### config.mk
export PLATFORM = sky130hd
export DESIGN_NAME = execute_multicycle_flat
export DESIGN_NICKNAME = d
export VERILOG_FILES = /design/src/rtl/execute_multicycle_pkg.sv /design/src/rtl/execute_multicycle_if.sv /design/src/rtl/execute_multicycle_seq_multiplier.sv /design/src/rtl/execute_multicycle.sv /design/src/flat_wrapper.sv
export SDC_FILE = /design/constraint.sdc
export NUM_CORES = 1
export LEC_CHECK = 0
export ABC_AREA = 1
export CAP_MARGIN = 20
export CORE_ASPECT_RATIO = 1.2
export CORE_MARGIN = 5
export CORE_UTILIZATION = 58
export CTS_CLUSTER_DIAMETER = 100
export DETAILED_ROUTE_END_ITERATION = 8
export GPL_TIMING_DRIVEN = 0
export PLACE_DENSITY_LB_ADDON = 0.05
export RECOVER_POWER = 100
export SLEW_MARGIN = 10
export SYNTH_ARGS = -nofsm -noshare
export SYNTH_HDL_FRONTEND = slang
export SYNTH_HIERARCHICAL = 1
export SYNTH_SLANG_ARGS = --single-unit
### constraint.sdc
create_clock -name clk -period 5.15 [get_ports clk]
set_input_delay 1.03 -clock clk [delete_from_list [all_inputs] [get_ports clk]]
set_output_delay 1.03 -clock clk [all_outputs]
set_load 0.005 [all_outputs]
### src/rtl/execute_multicycle_pkg.sv
// -----------------------------------------------------------------------------
// exec_pkg: shared types and defaults for the execute_multicycle stage.
//   op_e     - 4-bit operation code travelling with each instruction
//   fwd_e    - 2-bit operand-forwarding select (encoding 3 behaves as NONE)
//   ctl_t    - control flags captured alongside an operation
//   state_e  - execute FSM states
//   block_t  - datapath word at the default width
// -----------------------------------------------------------------------------
package exec_pkg;

  localparam int unsigned DEF_WIDTH   = 16;
  localparam int unsigned DEF_RADDR_W = 4;

  typedef logic [DEF_WIDTH-1:0] block_t;

  typedef enum logic [3:0] {
    OP_ADD = 4'd0,
    OP_SUB = 4'd1,
    OP_AND = 4'd2,
    OP_OR  = 4'd3,
    OP_GT  = 4'd4,
    OP_EQ  = 4'd5,
    OP_SHL = 4'd6,
    OP_SHR = 4'd7,
    OP_MUL = 4'd8
  } op_e;

  typedef enum logic [1:0] {
    FWD_NONE = 2'd0,
    FWD_EXE  = 2'd1,
    FWD_MEM  = 2'd2
  } fwd_e;

  typedef struct packed {
    logic reg_write;
    logic branch;
    logic halt;
  } ctl_t;

  typedef enum logic {
    ST_IDLE = 1'b0,
    ST_MUL  = 1'b1
  } state_e;

endpackage

### src/rtl/execute_multicycle_if.sv
// -----------------------------------------------------------------------------
// execute_multicycle_if: decode-side request and write-back-side result bundle
// of the execute stage.
//   master modport - the decode/pipeline side (drives op, operands, flush)
//   slave modport  - the execute unit (drives handshake ready and results)
// -----------------------------------------------------------------------------
interface execute_multicycle_if
  import exec_pkg::*;
#(
  parameter int unsigned WIDTH   = DEF_WIDTH,
  parameter int unsigned RADDR_W = DEF_RADDR_W
);

  // Request side
  logic               in_valid;
  logic               in_ready;
  op_e                op;
  logic [WIDTH-1:0]   val1;
  logic [WIDTH-1:0]   val2;
  logic [WIDTH-1:0]   val3;
  fwd_e               fwd1_sel;
  fwd_e               fwd2_sel;
  logic [WIDTH-1:0]   mem_value;
  logic               is_reg_write;
  logic               is_branch;
  logic               is_halt;
  logic               flush;

  // Result side
  logic               out_valid;
  logic [WIDTH-1:0]   result;
  logic               do_exe_reg_write;
  logic [RADDR_W-1:0] exe_reg_addr;
  logic               do_branch;
  logic [WIDTH-1:0]   branch_address;
  logic               do_halt;
  logic               busy;

  modport master (
    output in_valid, op, val1, val2, val3, fwd1_sel, fwd2_sel, mem_value,
           is_reg_write, is_branch, is_halt, flush,
    input  in_ready, out_valid, result, do_exe_reg_write, exe_reg_addr,
           do_branch, branch_address, do_halt, busy
  );

  modport slave (
    input  in_valid, op, val1, val2, val3, fwd1_sel, fwd2_sel, mem_value,
           is_reg_write, is_branch, is_halt, flush,
    output in_ready, out_valid, result, do_exe_reg_write, exe_reg_addr,
           do_branch, branch_address, do_halt, busy
  );

endinterface

### src/rtl/execute_multicycle_seq_multiplier.sv
// -----------------------------------------------------------------------------
// seq_multiplier: iterative shift-add multiplier, one multiplier bit per cycle.
//   clk, rst  - clock, synchronous active-high reset
//   start     - load a/b and begin WIDTH iterations
//   abort     - stop the current multiply; no done is produced
//   a, b      - multiplicand / multiplier (sampled on start)
//   done      - high during the final iteration cycle
//   product   - low WIDTH bits of a*b, valid while done is high
// -----------------------------------------------------------------------------
module seq_multiplier #(
  parameter int unsigned WIDTH = 16
) (
  input  logic             clk,
  input  logic             rst,
  input  logic             start,
  input  logic             abort,
  input  logic [WIDTH-1:0] a,
  input  logic [WIDTH-1:0] b,
  output logic             done,
  output logic [WIDTH-1:0] product
);

  localparam int unsigned CNT_W = $clog2(WIDTH);

  logic             r_run;
  logic [CNT_W-1:0] r_cnt;
  logic [WIDTH-1:0] r_acc;
  logic [WIDTH-1:0] r_mcand;
  logic [WIDTH-1:0] r_mplier;
  logic [WIDTH-1:0] w_acc_next;

  assign w_acc_next = r_acc + (r_mplier[0] ? r_mcand : '0);

  // The final partial sum is offered combinationally so the caller can
  // register it on the same edge as the last iteration, with no extra cycle.
  assign done    = r_run && (r_cnt == CNT_W'(WIDTH - 1));
  assign product = w_acc_next;

  // NOTE: sequential state is written with non-blocking assignments only, so
  // every register samples the pre-edge values regardless of statement order.
  always_ff @(posedge clk) begin
    if (rst) begin
      r_run    <= 1'b0;
      r_cnt    <= '0;
      r_acc    <= '0;
      r_mcand  <= '0;
      r_mplier <= '0;
    end else if (abort) begin
      r_run <= 1'b0;
    end else if (start) begin
      r_run    <= 1'b1;
      r_cnt    <= '0;
      r_acc    <= '0;
      r_mcand  <= a;
      r_mplier <= b;
    end else if (r_run) begin
      r_acc    <= w_acc_next;
      r_mcand  <= r_mcand << 1;
      r_mplier <= r_mplier >> 1;
      r_cnt    <= r_cnt + 1'b1;
      if (done) begin
        r_run <= 1'b0;
      end
    end
  end

endmodule

### src/rtl/execute_multicycle.sv
// -----------------------------------------------------------------------------
// execute_multicycle: execute stage with single-cycle ALU ops and an optional
// iterative multiply, operand forwarding and flush.
//   clk, rst - clock, synchronous active-high reset
//   bus      - slave side of execute_multicycle_if:
//                in_valid/in_ready handshake, op, val1/val2 operands,
//                val3 (dest reg / branch target), fwd1_sel/fwd2_sel,
//                mem_value, control flags, flush;
//                out_valid pulse, result, do_exe_reg_write, exe_reg_addr,
//                do_branch, branch_address, do_halt, busy
// Non-MUL ops complete on the accept edge; MUL completes WIDTH edges later.
// -----------------------------------------------------------------------------
module execute_multicycle
  import exec_pkg::*;
#(
  parameter int unsigned WIDTH   = DEF_WIDTH,
  parameter int unsigned RADDR_W = DEF_RADDR_W,
  parameter bit          MUL_EN  = 1'b1
) (
  input logic                 clk,
  input logic                 rst,
  execute_multicycle_if.slave bus
);

  localparam int unsigned SH_W = $clog2(WIDTH);

  typedef logic [WIDTH-1:0] word_t;

  state_e             r_state;
  state_e             w_state_next;

  word_t              r_result;
  logic               r_out_valid;
  logic               r_do_wr;
  logic [RADDR_W-1:0] r_reg_addr;
  logic               r_do_branch;
  word_t              r_branch_addr;
  logic               r_do_halt;

  // Control and target captured while a multiply is running
  ctl_t               r_mul_ctl;
  word_t              r_mul_val3;

  word_t              w_op1;
  word_t              w_op2;
  word_t              w_alu;
  logic               w_accept;
  logic               w_is_mul;
  ctl_t               w_in_ctl;

  logic               w_mul_start;
  logic               w_mul_abort;
  logic               w_mul_done;
  word_t              w_mul_product;

  logic               w_cpl;
  word_t              w_cpl_value;
  ctl_t               w_cpl_ctl;
  word_t              w_cpl_target;

  assign bus.in_ready         = (r_state == ST_IDLE);
  assign bus.busy             = (r_state == ST_MUL);
  assign bus.out_valid        = r_out_valid;
  assign bus.result           = r_result;
  assign bus.do_exe_reg_write = r_do_wr;
  assign bus.exe_reg_addr     = r_reg_addr;
  assign bus.do_branch        = r_do_branch;
  assign bus.branch_address   = r_branch_addr;
  assign bus.do_halt          = r_do_halt;

  assign w_accept = bus.in_valid && bus.in_ready && !bus.flush;
  assign w_is_mul = MUL_EN && (bus.op == OP_MUL);
  assign w_in_ctl = '{reg_write: bus.is_reg_write, branch: bus.is_branch,
                      halt: bus.is_halt};

  // EXE forwarding reads the result register before this edge updates it,
  // which is exactly the previous op's result in a back-to-back chain.
  always_comb begin
    case (bus.fwd1_sel)
      FWD_EXE: w_op1 = r_result;
      FWD_MEM: w_op1 = bus.mem_value;
      default: w_op1 = bus.val1;
    endcase
    case (bus.fwd2_sel)
      FWD_EXE: w_op2 = r_result;
      FWD_MEM: w_op2 = bus.mem_value;
      default: w_op2 = bus.val2;
    endcase
  end

  // OP_MUL only reaches this adder when the multiplier is not built.
  always_comb begin
    w_alu = '0;
    case (bus.op)
      OP_ADD, OP_MUL: w_alu = w_op1 + w_op2;
      OP_SUB:         w_alu = w_op1 - w_op2;
      OP_AND:         w_alu = w_op1 & w_op2;
      OP_OR:          w_alu = w_op1 | w_op2;
      OP_GT:          w_alu = word_t'(w_op1 > w_op2);
      OP_EQ:          w_alu = word_t'(w_op1 == w_op2);
      OP_SHL:         w_alu = w_op1 << w_op2[SH_W-1:0];
      OP_SHR:         w_alu = w_op1 >> w_op2[SH_W-1:0];
      default:        w_alu = '0;
    endcase
  end

  generate
    if (MUL_EN) begin : g_mul
      seq_multiplier #(.WIDTH(WIDTH)) u_mul (
        .clk    (clk),
        .rst    (rst),
        .start  (w_mul_start),
        .abort  (w_mul_abort),
        .a      (w_op1),
        .b      (w_op2),
        .done   (w_mul_done),
        .product(w_mul_product)
      );
    end else begin : g_no_mul
      assign w_mul_done    = 1'b0;
      assign w_mul_product = '0;
    end
  endgenerate

  // NOTE: every output of this block gets a default before the case, so no
  // path through it can leave a signal unassigned and infer a latch.
  always_comb begin
    w_state_next = r_state;
    w_mul_start  = 1'b0;
    w_mul_abort  = 1'b0;
    w_cpl        = 1'b0;
    w_cpl_value  = '0;
    w_cpl_ctl    = '0;
    w_cpl_target = '0;
    case (r_state)
      ST_IDLE: begin
        if (w_accept) begin
          if (w_is_mul) begin
            w_state_next = ST_MUL;
            w_mul_start  = 1'b1;
          end else begin
            w_cpl        = 1'b1;
            w_cpl_value  = w_alu;
            w_cpl_ctl    = w_in_ctl;
            w_cpl_target = bus.val3;
          end
        end
      end
      ST_MUL: begin
        // Flush wins over a multiply finishing on the same edge.
        if (bus.flush) begin
          w_state_next = ST_IDLE;
          w_mul_abort  = 1'b1;
        end else if (w_mul_done) begin
          w_state_next = ST_IDLE;
          w_cpl        = 1'b1;
          w_cpl_value  = w_mul_product;
          w_cpl_ctl    = r_mul_ctl;
          w_cpl_target = r_mul_val3;
        end
      end
      default: w_state_next = ST_IDLE;
    endcase
  end

  always_ff @(posedge clk) begin
    if (rst) begin
      r_state <= ST_IDLE;
    end else begin
      r_state <= w_state_next;
    end
  end

  // Pulses (out_valid, reg write, branch) clear every cycle without a
  // completion; the data outputs hold until the next completion.
  always_ff @(posedge clk) begin
    if (rst) begin
      r_out_valid   <= 1'b0;
      r_do_wr       <= 1'b0;
      r_do_branch   <= 1'b0;
      r_result      <= '0;
      r_reg_addr    <= '0;
      r_branch_addr <= '0;
      r_do_halt     <= 1'b1;
      r_mul_ctl     <= '0;
      r_mul_val3    <= '0;
    end else begin
      r_out_valid <= w_cpl;
      r_do_wr     <= w_cpl && w_cpl_ctl.reg_write;
      r_do_branch <= w_cpl && w_cpl_ctl.branch && (w_cpl_value != '0);
      if (w_cpl) begin
        r_result      <= w_cpl_value;
        r_reg_addr    <= w_cpl_target[RADDR_W-1:0];
        r_branch_addr <= w_cpl_target;
        r_do_halt     <= w_cpl_ctl.halt;
      end
      if (w_mul_start) begin
        r_mul_ctl  <= w_in_ctl;
        r_mul_val3 <= bus.val3;
      end
    end
  end

endmodule

### src/flat_wrapper.sv
// flat-port wrapper written by rule: the top's interface ports become plain ports
module execute_multicycle_flat import exec_pkg::*;
#(
  parameter int unsigned WIDTH   = DEF_WIDTH,
  parameter int unsigned RADDR_W = DEF_RADDR_W,
  parameter bit          MUL_EN  = 1'b1
)
  (clk, rst, bus_in_valid, bus_op, bus_val1, bus_val2, bus_val3, bus_fwd1_sel, bus_fwd2_sel, bus_mem_value, bus_is_reg_write, bus_is_branch, bus_is_halt, bus_flush, bus_in_ready, bus_out_valid, bus_result, bus_do_exe_reg_write, bus_exe_reg_addr, bus_do_branch, bus_branch_address, bus_do_halt, bus_busy);
  execute_multicycle_if #(.WIDTH(WIDTH), .RADDR_W(RADDR_W)) bus_i ();
  input logic clk;
  input logic rst;
  input wire logic [$bits(bus_i.in_valid)-1:0] bus_in_valid;
  input wire logic [$bits(bus_i.op)-1:0] bus_op;
  input wire logic [$bits(bus_i.val1)-1:0] bus_val1;
  input wire logic [$bits(bus_i.val2)-1:0] bus_val2;
  input wire logic [$bits(bus_i.val3)-1:0] bus_val3;
  input wire logic [$bits(bus_i.fwd1_sel)-1:0] bus_fwd1_sel;
  input wire logic [$bits(bus_i.fwd2_sel)-1:0] bus_fwd2_sel;
  input wire logic [$bits(bus_i.mem_value)-1:0] bus_mem_value;
  input wire logic [$bits(bus_i.is_reg_write)-1:0] bus_is_reg_write;
  input wire logic [$bits(bus_i.is_branch)-1:0] bus_is_branch;
  input wire logic [$bits(bus_i.is_halt)-1:0] bus_is_halt;
  input wire logic [$bits(bus_i.flush)-1:0] bus_flush;
  output wire logic [$bits(bus_i.in_ready)-1:0] bus_in_ready;
  output wire logic [$bits(bus_i.out_valid)-1:0] bus_out_valid;
  output wire logic [$bits(bus_i.result)-1:0] bus_result;
  output wire logic [$bits(bus_i.do_exe_reg_write)-1:0] bus_do_exe_reg_write;
  output wire logic [$bits(bus_i.exe_reg_addr)-1:0] bus_exe_reg_addr;
  output wire logic [$bits(bus_i.do_branch)-1:0] bus_do_branch;
  output wire logic [$bits(bus_i.branch_address)-1:0] bus_branch_address;
  output wire logic [$bits(bus_i.do_halt)-1:0] bus_do_halt;
  output wire logic [$bits(bus_i.busy)-1:0] bus_busy;
  assign bus_i.in_valid = bus_in_valid;
  assign bus_i.op = bus_op;
  assign bus_i.val1 = bus_val1;
  assign bus_i.val2 = bus_val2;
  assign bus_i.val3 = bus_val3;
  assign bus_i.fwd1_sel = bus_fwd1_sel;
  assign bus_i.fwd2_sel = bus_fwd2_sel;
  assign bus_i.mem_value = bus_mem_value;
  assign bus_i.is_reg_write = bus_is_reg_write;
  assign bus_i.is_branch = bus_is_branch;
  assign bus_i.is_halt = bus_is_halt;
  assign bus_i.flush = bus_flush;
  assign bus_in_ready = bus_i.in_ready;
  assign bus_out_valid = bus_i.out_valid;
  assign bus_result = bus_i.result;
  assign bus_do_exe_reg_write = bus_i.do_exe_reg_write;
  assign bus_exe_reg_addr = bus_i.exe_reg_addr;
  assign bus_do_branch = bus_i.do_branch;
  assign bus_branch_address = bus_i.branch_address;
  assign bus_do_halt = bus_i.do_halt;
  assign bus_busy = bus_i.busy;
  execute_multicycle #(.WIDTH(WIDTH), .RADDR_W(RADDR_W), .MUL_EN(MUL_EN)) u_core (.clk(clk), .rst(rst), .bus(bus_i));
endmodule
-- After elaboration in Yosys (flattened, before gate mapping)
Cells that the tools add are included.
Widths: inputs -> output; s select.
- register bits after elaboration: 113
- output and inout port bits: 42
- word-level logic and storage cells: 97
- $add $sub $neg: 4
- $lt $le $gt $ge: 1
- equality and inequality tests: 14
- shift operators: 2
- mux-type cells: 42
- bitwise logic cells: 4
- reductions and logical operators: 13
- operators with widths (kind ; count):
    $mux 16 ; 15
    $pmux 16 s2 ; 4
    $pmux 16 s8 ; 1
    $add 16x16->16 ; 2
    $and 16x16->16 ; 1
    $eq 16x16->1 ; 1
    $eq 4x3->1 const B ; 4
    $gt 16x16->1 ; 1
    $or 16x16->16 ; 1
    $reduce_bool 16->1 ; 1
    $shl 16x4->16 ; 1
    $shr 16x4->16 ; 1
    $sub 16x16->16 ; 1
    $mux 1 ; 13
    $mux 3 ; 4
    $eq 4x2->1 const B ; 2
    $eq 4x4->1 const B ; 2
    $mux 4 ; 2
    $logic_and 1x1->1 ; 6
    $pmux 3 s2 ; 1
    $add 4x1->4 const B ; 1
    $eq 2x1->1 const B ; 2
    $eq 2x2->1 const B ; 2
    $eq 4x1->1 const B ; 1
    7 further kinds ; 10

-- Longest topological paths before layout
Gate-level depths: netlist of the first run.
- depth after elaboration: 9
- mapped depth: 29

-- Hierarchy
The synthesis of the first run kept the hierarchy.
- modules (own cells, without submodules) (module ; times used ; cells each ; area an instance (um^2) ; sequential area each (um^2)):
    execute_multicycle ; 1 ; 1270 ; 7076.8 ; 1121.1
    seq_multiplier ; 1 ; 482 ; 3154.3 ; 1061.0

-- Worst setup path before layout of the first run
No wires, ideal clock.
- path type: input to register
- from: input bus_fwd2_sel[0]
- to: register u_core.r_do_branch, in the netlist u_core/bus.do_branch
- setup time: 117 ps
- arrival time: 3871 ps
- data required time: 5033 ps
- path slack: 1162 ps
- cell stages on the path: 25
- cell sequence: inv_1 -> ha_1 -> inv_2 -> buf_6 -> clkbuf_1 -> nand2_1 -> o21ai_0 -> inv_1 -> ha_1 -> clkbuf_1 -> nand2_1 -> nor2_1 -> and2_1 -> nand2_1 -> nand3_1 -> a21oi_1 -> o21ai_0 -> nand2_1 -> nand3b_1 -> nand2_1 -> nand2_1 -> nor2_1 -> nand2_1 -> nor2_1 -> a21oi_2
- longest elaborated chain between the ends: 9
- elaborated cells between the ends (all ways): 17
- RTL lines (what ; line ; RTL):
    start: declaration ; flat_wrapper.sv:18 ; input wire logic [$bits(bus_i.fwd2_sel)-1:0] bus_fwd2_sel;
    $eq 2x2->1 / $eq 2x1->1 (equally long branches) ; execute_multicycle.sv:84 ; case (bus.fwd2_sel)
    $pmux 16 s2 (*) ; execute_multicycle.sv:84 ;
    named net u_core.w_op2[4] ; execute_multicycle.sv:45 ; word_t w_op2;
    $sub 16x16->16, or another cell as far along ; execute_multicycle.sv:96 ; OP_SUB: w_alu = w_op1 - w_op2;
    $pmux 16 s8 (*) ; execute_multicycle.sv:94 ; case (bus.op)
    $mux 16 (*) ; execute_multicycle.sv:138 ; if (w_is_mul) begin
    $mux 16 (*) ; execute_multicycle.sv:137 ; if (w_accept) begin
    $pmux 16 s2 (*) ; execute_multicycle.sv:135 ; case (r_state)
    $reduce_bool 16->1 (*) ; execute_multicycle.sv:190 ; r_do_branch <= w_cpl && w_cpl_ctl.branch && (w_cpl_value != '0);
    $logic_and 1x1->1 (*) ; execute_multicycle.sv:190 ;
    end signal: assignment ; execute_multicycle.sv:190 ;
    end: declaration ; execute_multicycle.sv:36 ; logic r_do_branch;
Mark *: on every way through the listed nets, which the timed path passes. The rest lies on a longest branch.
A chain may end at the register's enable or synchronous reset.

-- Worst setup path in the final report of the first run
- from: input bus_fwd2_sel[0]
- to: register u_core.r_do_branch, in the netlist u_core/bus.do_branch
- longest elaborated chain between the ends: 9
- elaborated cells between the ends (all ways): 17
- RTL lines (what ; line):
    $eq 2x2->1 / $eq 2x1->1 (equally long branches) ; execute_multicycle.sv:84
    $pmux 16 s2 (*) ; execute_multicycle.sv:84
    named net u_core.w_op2[2] ; execute_multicycle.sv:45
    $sub 16x16->16, or another cell as far along ; execute_multicycle.sv:96
    $pmux 16 s8 (*) ; execute_multicycle.sv:94
    $mux 16 (*) ; execute_multicycle.sv:138
    $mux 16 (*) ; execute_multicycle.sv:137
    $pmux 16 s2 (*) ; execute_multicycle.sv:135
    $reduce_bool 16->1 (*) ; execute_multicycle.sv:190
    $logic_and 1x1->1 (*) ; execute_multicycle.sv:190
Marked as above.

==> impl_results.md, run 1 <==
- Worst reg2reg setup slack: 1.50 ns
- Hold Crit Start: u_core/g_mul.u_mul/r_mplier[15]$_SDFFE_PP0P_
- Die area: 0.0204 mm2
- Req. time, crit path: 5.39 ns
- Final setup margin: 0.129 ns
- Predominant post-synthesis flop cell: dfxtp_1
- # nets final: 2032
- Final Hold Vio Count: 0
- Worst Path Max Fanout: 12
- Post-route antenna net violation count: 0
- Post-route DRC: 0
- Final period utilization: 0.975
- Placed cells: 2093
- Grt total ovfl: 0
- GR met2 Demand/Resource: 0.652
- Hold buffers post-CTS: 0
- Cells after Synth: 1752
- Worst-path clk slew: 0.08 ns
- Cts bufs inserted: 9
- Status: finished clean
- Leading area contributor after synthesis: dfxtp_1
- Synthesized area: 0.0102 mm2
- Fmax: 199 MHz
- # setup viols final: 0
- Largest cells by area after synthesis: dfxtp_1 21%, nand2_1 21%, nand3_1 9.2%
- Vias in the first global route: 11800
- Tmin final: 5.02 ns
- Layout Cells excl Fill: 2104
- First-pass GRT wire length: 62.4 mm
- Worst-Skew Late Latency: 0.36 ns
- Skew final: 0.0104 ns
- CP startpoint: bus_fwd2_sel[0]
- Final Max Tran Viols: 0
- Pre-Repair DR Iteration Count: 6
- Rows: 53
- HPWL Detailed: 32.0 mm
- Initial antenna violation count: 0
- Worst slew pin tran: 0.694 ns
- Clk root buf: clkbuf_16
- Number of synthesized register bits: 109
- Core ar.: 0.0174 mm2
- Setup CP Type: in2reg
- GR Layer Usage met3: 0.0563
- Total track usage: 0.381
- Yosys top cell area share: 0.213
- Syn Area/Cell: 5.84 um2
- M1 GR Usage: 0.446
- Mean routed wirelength per cell: 19.2 um
- Vias/cell: 5.97
- VDD IR max: 176 uV
- ANT cells: 0
- Worst r2r src: u_core/bus.result[2]$_SDFFE_PP0P_
- Worst Path Arrival: 5.26 ns
- CP Launch Type: input port
- Max-Cap Viols: 0
- Layout Area Growth over Synthesis: 18.5%
- Crit end category: flop
- Clock Sinks: 109
- Rel. slew slack: 0.536
- Async S/R FF share, synth: 0
- WL final: 40.4 mm
- Htree depth: 3
- Pre-CTS setup slack: -0.614 ns
- Fin Setup TNS: 0 ns
- PwrDens: 228 mW/mm2
- Overall power: 2770 uW
- Global route hottest layer: met2
- Hold Path Class: reg2reg
- Die width: 131 um
- PortBufs: 120
- Die Height: 155 um
- Placer's final routability congestion estimate: 1.07
- Yosys warnings: 6
- Starting density of the core: 0.587
- Routed vias: 12600
- Top-level I/O count: 121
- Clock Path Buffers: 2
- Synth Net Count: 1905
- Post-synth EDFFs: 0
- Largest net degree at the start of global routing: 24
- Initial DRC count: 1437
- Sequential-to-total area share from yosys stat: 0.213
- LEAKAGE: 0.00599 uW
- Cell variety after synth: 49
- Share of post-route cells with drive strength above 1: 0.0717
- CTS tree: built
==> logic make-up (layout without fill, tap and decap cells) <==
kind of cell,after synthesis,after routing,synth area share
xor+xnor,9,9,0.00991
fa+ha+maj,74,74,0.0927
simple gates,993,993,0.411
compound gates,261,261,0.146
buf+inv,306,438,0.126
flops,109,109,0.213
==> worst max-delay path: stages <==
cell,delay (ns)
clkdlybuf4s50_1,0.50
inv_1,0.06
ha_1,0.40
inv_2,0.08
buf_6,0.15
o21ai_1,0.49
clkbuf_2,0.51
ha_1,0.26
nor2_1,0.05
o21ai_0,0.13
nand3b_1,0.13
nand2_1,0.16
nand3_1,0.12
nand2_1,0.09
nand2_1,0.05
nand3_1,0.09
nand3_1,0.11
o21ai_0,0.28
nand2_1,0.14
nor2_1,0.11
nand2_1,0.07
nor2_1,0.18
a21oi_2,0.08
==> layout make-up <==
class / instances / area, um2
well taps: 220 / 275
clock buffers: 9 / 225
repair buffers: 122 / 1210
fillers: 1572 / 5310
clock inverters: 7 / 96.3
inverters: 221 / 830
flip-flops and latches: 109 / 2180
plain buffers: 79 / 439
multi-input cells: 1337 / 6870
==> metal layers <==
layer / share of wire / vias to the layer above / wire [um]
met5: 0 / - / 0
met4: 0.069 / 0 / 2800
met3: 0.098 / 196 / 3950
met2: 0.47 / 806 / 19100
met1: 0.36 / 5668 / 14500
li1: - / 5893 / -
==> power by group <==
| part | switching (uW) | internal, uW |
|---|---|---|
| logic | 799 | 379 |
| registers | 9.18 | 855 |
| clock network | 367 | 356 |
==> what timing repair did <==
item,in CTS,in global routing
gates resized for setup,8,48
setup endpoints to repair,6,9
gates cloned,0,0
pin swaps,0,1
setup buffers,0,1
==> layout by cell type (no fill, tap or decap), types with 4 or more instances in the layout <==
master             n
nand2_1          570
inv_1            211
nand3_1          188
nor2_1           147
dfxtp_1          109
clkdlybuf4s50_1   77
a21oi_1           73
o21ai_0           71
ha_1              69
dlygate4sd3_1     43
a31oi_1           41
clkbuf_1          35
buf_2             18
nor3_1            13
o21ai_1           12
o21ai_2           12
or2_2             12
o22ai_1           12
nand4_1           12
nand2_2           11
buf_6             10
buf_4             10
o211ai_1          10
and2_1            10
clkbuf_16          9
nand3_2            9
inv_2              8
nand3b_1           8
clkbuf_2           7
a221oi_1           7
xor2_1             6
a21oi_2            5
o21ai_4            4
or2_0              4
o21bai_1           4
==> sequential cells by signal, summed over array words and instances, names as in the netlist, 4 cells and up <==
name,count
u_core/bus.branch_address,13
u_core/bus.result,16
u_core/g_mul.u_mul/r_cnt,4
u_core/g_mul.u_mul/r_mplier,16
u_core/g_mul.u_mul/r_acc,16
u_core/g_mul.u_mul/r_mcand,16
u_core/r_mul_val3,16
==> cell usage after synthesis (13+ instances only) <==
| library cell | number |
|---|---|
| buf_2 | 17 |
| o21ai_0 | 83 |
| inv_1 | 210 |
| nand3_1 | 189 |
| nor2_1 | 148 |
| clkbuf_1 | 43 |
| dfxtp_1 | 109 |
| ha_1 | 71 |
| a31oi_1 | 41 |
| nor3_1 | 13 |
| nand2_1 | 572 |
| o21ai_1 | 14 |
| a21oi_1 | 73 |
==> per-stage QoR <==
step | util | hold WS (ns) | cell area [um2]
2_1_floorplan | - | 0.442 | 10200
3_3_place_gp | 0.671 | 0.448 | 11700
3_5_place_dp | 0.672 | 0.455 | 11700
4_1_cts | 0.690 | 0.474 | 12000
5_1_grt | 0.695 | 0.501 | 12100
6_report | 0.695 | 0.475 | 12100
==> worst paths after layout <==
| check | depth (start not counted) | to |
|---|---|---|
| worst max-delay path | 23 | u_core/bus.do_branch$_SDFF_PP0_ |
| worst min-delay path | 2 | u_core/g_mul.u_mul/r_mplier[15]$_SDFFE_PP0P_ |
| worst min register to register | 2 | u_core/g_mul.u_mul/r_mplier[15]$_SDFFE_PP0P_ |
| worst max register to register | 21 | u_core/bus.do_branch$_SDFF_PP0_ |
(Power assumes the default switching activity.)
==> run 2: changes to the inputs <==
--- a/config.mk
+++ b/config.mk
@@ -6,10 +6,13 @@
 export NUM_CORES = 1
 export LEC_CHECK = 0
 export ABC_AREA = 1
+export ABC_CLOCK_PERIOD_IN_PS = 5150
 export CAP_MARGIN = 20
+export CELL_PAD_IN_SITES_DETAIL_PLACEMENT = 0
+export CELL_PAD_IN_SITES_GLOBAL_PLACEMENT = 1
 export CORE_ASPECT_RATIO = 1.2
 export CORE_MARGIN = 5
-export CORE_UTILIZATION = 58
+export CORE_UTILIZATION = 40
 export CTS_CLUSTER_DIAMETER = 100
 export DETAILED_ROUTE_END_ITERATION = 8
 export GPL_TIMING_DRIVEN = 0
==> impl_results.md, run 2 (synthesized netlist as in run 1, its figures left out) <==
- Die area: 0.0289 mm2 (+42%)
- Die width: 156 um (+19%)
- First-pass GRT wire length: 65.1 mm (+4.2%)
- Worst Path Max Fanout: 10 (-2)
- Initial antenna violation count: 0 (unchanged)
- CP most frequent cell: nand2_1
- Worst r2r path cells: 22 (+4.8%)
- Worst reg2reg setup slack: 1.44 ns (-0.06 ns)
- Final Hold Vio Count: 0 (unchanged)
- Cts bufs inserted: 9 (unchanged)
- # nets final: 2031 (-0.049%)
- Mean routed wirelength per cell: 19.3 um (+0.70%)
- Largest net degree at the start of global routing: 17 (-29%)
- Worst path slowest cell: clkdlybuf4s50_1
- RSZ-0062 raised after global routing: false
- Post-route DRC: 0 (unchanged)
- Rows: 64 (+21%)
- Post-route antenna net violation count: 0 (unchanged)
- Setup CP Type: in2reg
- Layout Area Growth over Synthesis: 19.7%
- PwrDens: 222 mW/mm2 (-2.6%)
- Clock Sinks: 109 (unchanged)
- Vias in the first global route: 11600 (-2.3%)
- # setup viols final: 0 (unchanged)
- Status: finished clean
- Tmin final: 4.95 ns (-0.0675 ns)
- RR Endpoint: u_core/bus.do_branch$_SDFF_PP0_
- Req. time, crit path: 5.39 ns (about the same)
- Worst Path Arrival: 5.19 ns (-0.07 ns)
- CTS tree: built
- Rel. slew slack: 0.540 (+0.00422)
- Initial DRC count: 699 (-51%)
- Worst-path clk slew: 0.07 ns (about the same)
- Pre-Repair DR Iteration Count: 6 (unchanged)
- Hold Path Class: reg2reg
- Starting density of the core: 0.403 (-0.184)
- LEAKAGE: 0.00598 uW (-0.24%)
- Htree depth: 3 (unchanged)
- Top-level I/O count: 121 (unchanged)
- CP peak stage delay: 0.49 ns (-0.02 ns)
- Most common cell after layout, fill and taps aside: nand2_1
- Worst r2r src: u_core/bus.result[3]$_SDFFE_PP0P_
- CP startpoint: bus_fwd2_sel[0]
- Clk root buf: clkbuf_16
- Routed vias: 11800 (-6.4%)
- Most frequent cells in the layout: 569 x nand2_1, 209 x inv_1, 188 x nand3_1, 145 x nor2_1, 109 x dfxtp_1
- Vias/cell: 5.32 (-11%)
- VDD IR max: 256 uV (+46%)
- Worst slew pin tran: 0.688 ns (-0.00630 ns)
- Placer's final routability congestion estimate: 0.994 (-7.5%)
- Core ar.: 0.0254 mm2 (+46%)
- PortBufs: 120 (unchanged)
- Clock Path Buffers: 2 (unchanged)
- Share of post-route cells with drive strength above 1: 0.0760 (+0.00433)
- Total track usage: 0.293 (-0.0877)
- Fmax: 202 MHz (+1.4%)
- Final period utilization: 0.962 (-0.0131)
- Skew final: 0.0120 ns (+0.00162 ns)
- Fin Setup TNS: 0 ns (unchanged)
- CP Launch Type: input port
- Die Height: 185 um (+19%)
- WL final: 42.7 mm (+5.9%)
- Filler cells: 2741 (+74%)
- Pre-CTS setup slack: -0.814 ns (-0.199 ns)
- Final setup margin: 0.196 ns (+0.0675 ns)
- Worst-Skew Late Latency: 0.36 ns (about the same)
- Grt total ovfl: 0 (unchanged)
- Max-Cap Viols: 0 (unchanged)
- Worst setup endpoint: u_core/bus.do_branch$_SDFF_PP0_
- Crit end category: flop
- ANT cells: 0 (unchanged)
- Final Max Tran Viols: 0 (unchanged)
- HPWL Detailed: 34.9 mm (+9.2%)
## run 2: how the worst min path moves through the flow
stage,from,slack (ns),to,cells past startpoint
after CTS,u_core/g_mul.u_mul/r_mplier[15]$_SDFFE_PP0P_,0.47,u_core/g_mul.u_mul/r_mplier[15]$_SDFFE_PP0P_,2
after detailed placement,u_core/g_mul.u_mul/r_mplier[15]$_SDFFE_PP0P_,0.46,u_core/g_mul.u_mul/r_mplier[15]$_SDFFE_PP0P_,2
after floorplan,u_core/r_mul_ctl[2]$_SDFFE_PP0P_,0.44,u_core/bus.do_exe_reg_write$_SDFF_PP0_,2
final,u_core/g_mul.u_mul/r_mplier[15]$_SDFFE_PP0P_,0.47,u_core/g_mul.u_mul/r_mplier[15]$_SDFFE_PP0P_,2
after global routing,u_core/g_mul.u_mul/r_acc[0]$_SDFFE_PP0P_,0.50,u_core/g_mul.u_mul/r_acc[0]$_SDFFE_PP0P_,2
after global placement,u_core/r_mul_ctl[2]$_SDFFE_PP0P_,0.45,u_core/bus.do_exe_reg_write$_SDFF_PP0_,2
## run 2: layout make-up
type                    count  area [um2]  share of cell area
plain buffers              79         445              0.0364
clock inverters             3        18.8             0.00153
multi-input cells        1337        6890               0.563
well taps                 330         413              0.0337
flip-flops and latches    109        2180               0.178
inverters                 221         830              0.0677
clock buffers              12         256              0.0209
repair buffers            121        1210              0.0985
## run 2: metrics by stage
step | power (uW) | hold slack [ns] | instances | utilization | instance area [um2]
6_report | 2720 | 0.471 | 2212 | 0.482 | 12200
5_1_grt | 2890 | 0.496 | 2212 | 0.482 | 12200
4_1_cts | 2700 | 0.473 | 2216 | 0.479 | 12200
3_5_place_dp | 2020 | 0.462 | 2203 | 0.467 | 11900
3_3_place_gp | 2020 | 0.454 | 2202 | 0.467 | 11800
2_1_floorplan | 1600 | 0.442 | 1752 | - | 10200
## run 2: layer usage
| layer | share of wire | global-route usage |
|---|---|---|
| met5 | 0 | 0 |
| met1 | 0.40 | 0.350 |
| met2 | 0.48 | 0.506 |
| met3 | 0.051 | 0.0346 |
| met4 | 0.064 | 0.170 |
## run 2: timing repair
item | CTS | global route
gates resized for setup | 18 | 45
setup buffers | 0 | 0
endpoints found under the hold margin | 0 | 0
setup endpoints to repair | 7 | 10
hold buffers | 0 | 0
pin swaps | 0 | 1
## run 2: power breakdown
group	leakage, uW	internal [uW]	switching (uW)
registers	0.000881	855	8.49
clock network	0.000139	352	309
logic	0.00496	383	811
total	0.00598	1590	1130
## run 2: worst max-delay path: cells and delay by family
kind,cells,cell delay [ns]
buf+inv,7,1.28
fa+ha+maj,2,0.52
simple gates,10,1.40
compound gates,6,0.97
==> run 3: changes to the inputs <==
--- a/config.mk
+++ b/config.mk
@@ -6,7 +6,6 @@
 export NUM_CORES = 1
 export LEC_CHECK = 0
 export ABC_AREA = 1
-export ABC_CLOCK_PERIOD_IN_PS = 5150
 export CAP_MARGIN = 20
 export CELL_PAD_IN_SITES_DETAIL_PLACEMENT = 0
 export CELL_PAD_IN_SITES_GLOBAL_PLACEMENT = 1
==> results of run 3 <==
The final DEF is identical to that of run 2; final timing and power are the same.
